--- src/rtl/serial_adder.sv ---
// Bit-serial ripple adder: one operand bit per clock, LSB first, with a
// start/busy/done handshake around a two-half-adder full-adder cell.

module serial_adder_ha (
  input  logic x,
  input  logic y,
  output logic s,
  output logic c
);
  assign s = x ^ y;
  assign c = x & y;
endmodule

module serial_adder #(
  parameter int WIDTH = 8
) (
  input  logic             clk,
  input  logic             rst,
  input  logic             start,
  input  logic [WIDTH-1:0] a,
  input  logic [WIDTH-1:0] b,
  input  logic             c_in,
  output logic             busy,
  output logic             done,
  output logic [WIDTH-1:0] sum,
  output logic             c_out
);
  localparam int CW = $clog2(WIDTH + 1);
  localparam logic [CW-1:0] LAST = CW'(WIDTH - 1);

  typedef enum logic [1:0] {IDLE, SHIFT, DONE} state_t;

  state_t           state, state_nxt;
  logic [WIDTH-1:0] a_sr, b_sr, psum, psum_nxt;
  logic [WIDTH:0]   psum_cat;
  logic [CW-1:0]    cnt;
  logic             carry, carry_nxt;
  logic             s0, c0, c1, bit_s;
  logic             last, accept;

  serial_adder_ha u_ha0 (.x(a_sr[0]), .y(b_sr[0]), .s(s0),    .c(c0));
  serial_adder_ha u_ha1 (.x(s0),      .y(carry),   .s(bit_s), .c(c1));

  assign carry_nxt = c0 | c1;
  assign psum_cat  = {bit_s, psum};
  assign psum_nxt  = psum_cat[WIDTH:1];
  assign last      = (cnt == LAST);
  // DONE accepts a new request just like IDLE, so back-to-back ops lose no cycle
  assign accept    = start && (state != SHIFT);

  always_ff @(posedge clk) begin
    if (rst) state <= IDLE;
    else     state <= state_nxt;
  end

  always_comb begin
    state_nxt = state;
    busy      = 1'b0;
    done      = 1'b0;
    case (state)
      IDLE:  if (start) state_nxt = SHIFT;
      SHIFT: begin
        busy = 1'b1;
        if (last) state_nxt = DONE;
      end
      DONE: begin
        done      = 1'b1;
        state_nxt = start ? SHIFT : IDLE;
      end
      default: state_nxt = IDLE;
    endcase
  end

  always_ff @(posedge clk) begin
    if (rst) begin
      a_sr  <= '0;
      b_sr  <= '0;
      psum  <= '0;
      carry <= 1'b0;
      cnt   <= '0;
      sum   <= '0;
      c_out <= 1'b0;
    end else if (accept) begin
      a_sr  <= a;
      b_sr  <= b;
      carry <= c_in;
      psum  <= '0;
      cnt   <= '0;
    end else if (state == SHIFT) begin
      a_sr  <= a_sr >> 1;
      b_sr  <= b_sr >> 1;
      psum  <= psum_nxt;
      carry <= carry_nxt;
      cnt   <= cnt + CW'(1);
      if (last) begin
        sum   <= psum_nxt;
        c_out <= carry_nxt;
      end
    end
  end
endmodule

--- config.mk ---
export PLATFORM = sky130hd
export DESIGN_NAME = serial_adder
export DESIGN_NICKNAME = d
export VERILOG_FILES = /design/src/rtl/serial_adder.sv
export SDC_FILE = /design/constraint.sdc
export NUM_CORES = 1
export LEC_CHECK = 0
export BUFFER_PORTS_ARGS = -buffer_cell sky130_fd_sc_hd__buf_2
export CAP_MARGIN = 20
export CORE_ASPECT_RATIO = 0.75
export CORE_MARGIN = 2
export CORE_UTILIZATION = 25
export DETAILED_ROUTE_END_ITERATION = 12
export PLACE_DENSITY = 0.44
export SYNTH_ARGS = -nofsm -noshare
export SYNTH_HDL_FRONTEND = slang
export SYNTH_SLANG_ARGS = --single-unit
export TNS_END_PERCENT = 30
--- constraint.sdc ---
create_clock -name clk -period 1.4 [get_ports clk]
set_input_delay 0 -clock clk [delete_from_list [all_inputs] [get_ports clk]]
set_output_delay 0 -clock clk [all_outputs]
set_load 0.02 [all_outputs]
==> flow_metrics.env <==
export IMPL_outcome="finished, final reports clean"
export IMPL_syn_avg_cell_area_um2=9.605
export IMPL_start_util_pct=26.17
export IMPL_grt_pass1_vias=1205
export IMPL_num_vias=1249
export IMPL_ys_seq_elements=39
export IMPL_insertion_delay_ns=0.28
export IMPL_via_per_inst=4.337
export IMPL_grt_pass1_wl_mm=5.589
export IMPL_syn2layout_area_growth_pct=22.51
export IMPL_dp_hpwl_mm=2.343
export IMPL_wirelength_mm=3.318
export IMPL_fin_crit_sh_pct=90.21
export IMPL_synth_main_ff_cell="dfxtp_1"
export IMPL_slew_violations=0
export IMPL_switching_share_pct=24.06
export IMPL_post_route_drc_count=0
export IMPL_nets=229
export IMPL_power_frac_comb_pct=11.9
export IMPL_cp_required_ns=1.61
export IMPL_grt_max_degree=34
export IMPL_synth_edff_count=0
export IMPL_path_class="reg -> reg"
export IMPL_synth_area_mm2=0.001662
export IMPL_clockBufferDepth=2
export IMPL_ir_worst_vdd_uv=305.2
export IMPL_antenna_found_initial=0
export IMPL_synth_area_leaders="dfxtp_1 47%, mux2i_1 16%, nand2b_1 7.2%"
export IMPL_drive_gt1_share_pct=23.19
export IMPL_coreArea_mm2=0.006350
export IMPL_htreeDepth=2
export IMPL_synth_fp_nets=195
export IMPL_cp_start_kind="flip-flop"
export IMPL_final_hold_viol_count=0
export IMPL_drt_initial_drc_count=41
export IMPL_max_slew_margin_pct=76.62
export IMPL_portBuffers=30
export IMPL_yosys_top_cells_count="39 x dfxtp_1, 26 x mux2i_1, 19 x nand2b_1"
export IMPL_maxCapViolCount=0
export IMPL_yosysWarnings=0
export IMPL_dr_pass1_iters=4
export IMPL_cts_root_buffer="clkbuf_8"
export IMPL_skew_ns=0.004073
export IMPL_cts_made_buffers=5
export IMPL_avgRoutedWirePerCell_um=11.52
export IMPL_switching_power_mw=0.5305
export IMPL_antenna_left=0
export IMPL_yosysMostFrequentCell="dfxtp_1"
export IMPL_leakagePower_nw=0.8266
export IMPL_synth_cell_types=24
export IMPL_fmax_mhz=791.8
export IMPL_clkPwrFrac_pct=34.1
export IMPL_synthCells=173
export IMPL_die_width_um=98.14
export IMPL_fin_setup_tns_ns=0
export IMPL_p_per_area_mw_per_mm2=1083
export IMPL_gr_usage_all_layers_pct=9.692
export IMPL_synth_top_area_share_pct=46.99
export IMPL_async_flop_share_pct=0
export IMPL_cp_max_fo=9
export IMPL_worstPathArrival_ns=1.48
export IMPL_yosysSeqAreaShare_pct=46.99
export IMPL_pre_cts_ws_ns=0.05475
export IMPL_diodes=0
export IMPL_seqPwrFrac_pct=54.0
export IMPL_clk_pin_slew_ns=0.07
export IMPL_tritoncts="built"
export IMPL_clock_sinks=39
export IMPL_tightest_slew_ns=0.3508
export IMPL_worst_slack_ns=0.1370
export IMPL_finalCriticalPeriod_ns=1.263
export IMPL_rsz0062_at_grt="false"
export IMPL_place_gp_congestion=0.6948
export IMPL_grt_ovfl_total=0
export IMPL_setup_viol=0
export IMPL_cp_end_kind="flip-flop"
export IMPL_die_h_um=74.61
export IMPL_synth_area_leader_cell="dfxtp_1"
export IMPL_num_io_pins=31
export IMPL_dieArea_mm2=0.007321
export IMPL_p_int_mw=1.674
export IMPL_hold_path_class="in -> reg"
export IMPL_rows=25
[path summary, 6_finish.rpt]
check / startpoint / end / slack [ns] / cells past startpoint
max: cnt[0] / sum[1] / 0.14 / 5
max reg2reg: cnt[0] / sum[1] / 0.14 / 5
min reg2reg: psum[1] / psum[1] / 0.46 / 2
min: a[7] / a_sr[7] / 0.008 / 3
[state kept, by name (all words and copies together) (netlist names)]
name and flops:
sum 8, c_out 1, b_sr 8, psum 7
a_sr 8, carry 1, cnt 4, state 2
[timing repair]
action	in CTS	in global routing
hold buffers	1	0
endpoints found under the setup margin	0	10
setup buffers	0	1
hold endpoints to repair	1	0
resized for setup	0	1
[final cells by class]
cell class              count  area, µm²
fillers                   694       4314
clock buffers               6      82.58
repair buffers             40      265.3
flip-flops and latches     39      780.7
multi-input cells         120      797.0
clock inverters             1      5.005
inverters                   1      3.754
well taps                  81      101.3
[cells by family (layout without fill, tap and decap cells)]
logic type | Yosys count | in the layout | synth area share (%)
compound gates | 27 | 27 | 10.54
xor+xnor | 2 | 2 | 1.054
fa+ha+maj | 2 | 2 | 1.958
buf+inv | 14 | 48 | 5.045
flops | 39 | 39 | 46.99
mux | 26 | 26 | 15.66
simple gates | 63 | 63 | 18.75
[metrics by stage]
step / std cells / hold WS (ns) / utilization, % / instance area, µm² / total power [mW]
after CTS: 287 / 0.005284 / 31.74 / 2016 / 2.251
after global routing: 288 / 0.03374 / 32.06 / 2036 / 2.323
after detailed placement: 279 / 0.2992 / 30.21 / 1918 / 1.481
final: 288 / 0.008026 / 32.06 / 2036 / 2.205
after global placement: 279 / 0.3043 / 30.21 / 1918 / 1.483
after floorplan: 173 / 0.1953 / - / 1662 / 1.398
[layout by cell type, fill, tap and decap left out, drive strengths merged]
master,n
nor2b,2
ha,1
dlygate4sd3,1
xor2,1
mux2i,26
a211oi,15
nor3,3
o21ai,1
a21o,1
nand3b,2
buf,39
dfxtp,39
a21oi,10
nor2,19
clkinv,1
nand2b,19
nand3,1
nand2,16
xnor2,1
clkbuf,6
or3,1
fa,1
inv,1
[critical path, cell delays in order, from the launching register on]
cell      delay (ns)
dfxtp_1         0.37
ha_1            0.18
nand3b_1        0.16
nor2_4          0.16
buf_12          0.14
mux2i_1         0.18
[power by group through the flow]
| stage | Combinational, mW | Clock, mW | Sequential, mW |
|---|---|---|---|
| final | 0.261 | 0.753 | 1.19 |
| after global routing | 0.296 | 0.830 | 1.20 |
| after CTS | 0.268 | 0.792 | 1.19 |
| after detailed placement | 0.264 | 0 | 1.22 |
| after global placement | 0.267 | 0 | 1.22 |
| after floorplan | 0.188 | 0 | 1.21 |
[routing by layer]
| metal | routed length (µm) | track usage, % | share of wire [%] |
|---|---|---|---|
| met5 | 0 | 0 | 0 |
| met4 | 42 | 3.653 | 1.3 |
| met2 | 1460 | 14.99 | 44 |
| met1 | 1666 | 12.62 | 50 |
| met3 | 149 | 3.477 | 4.5 |
(Power assumes the default switching activity.)
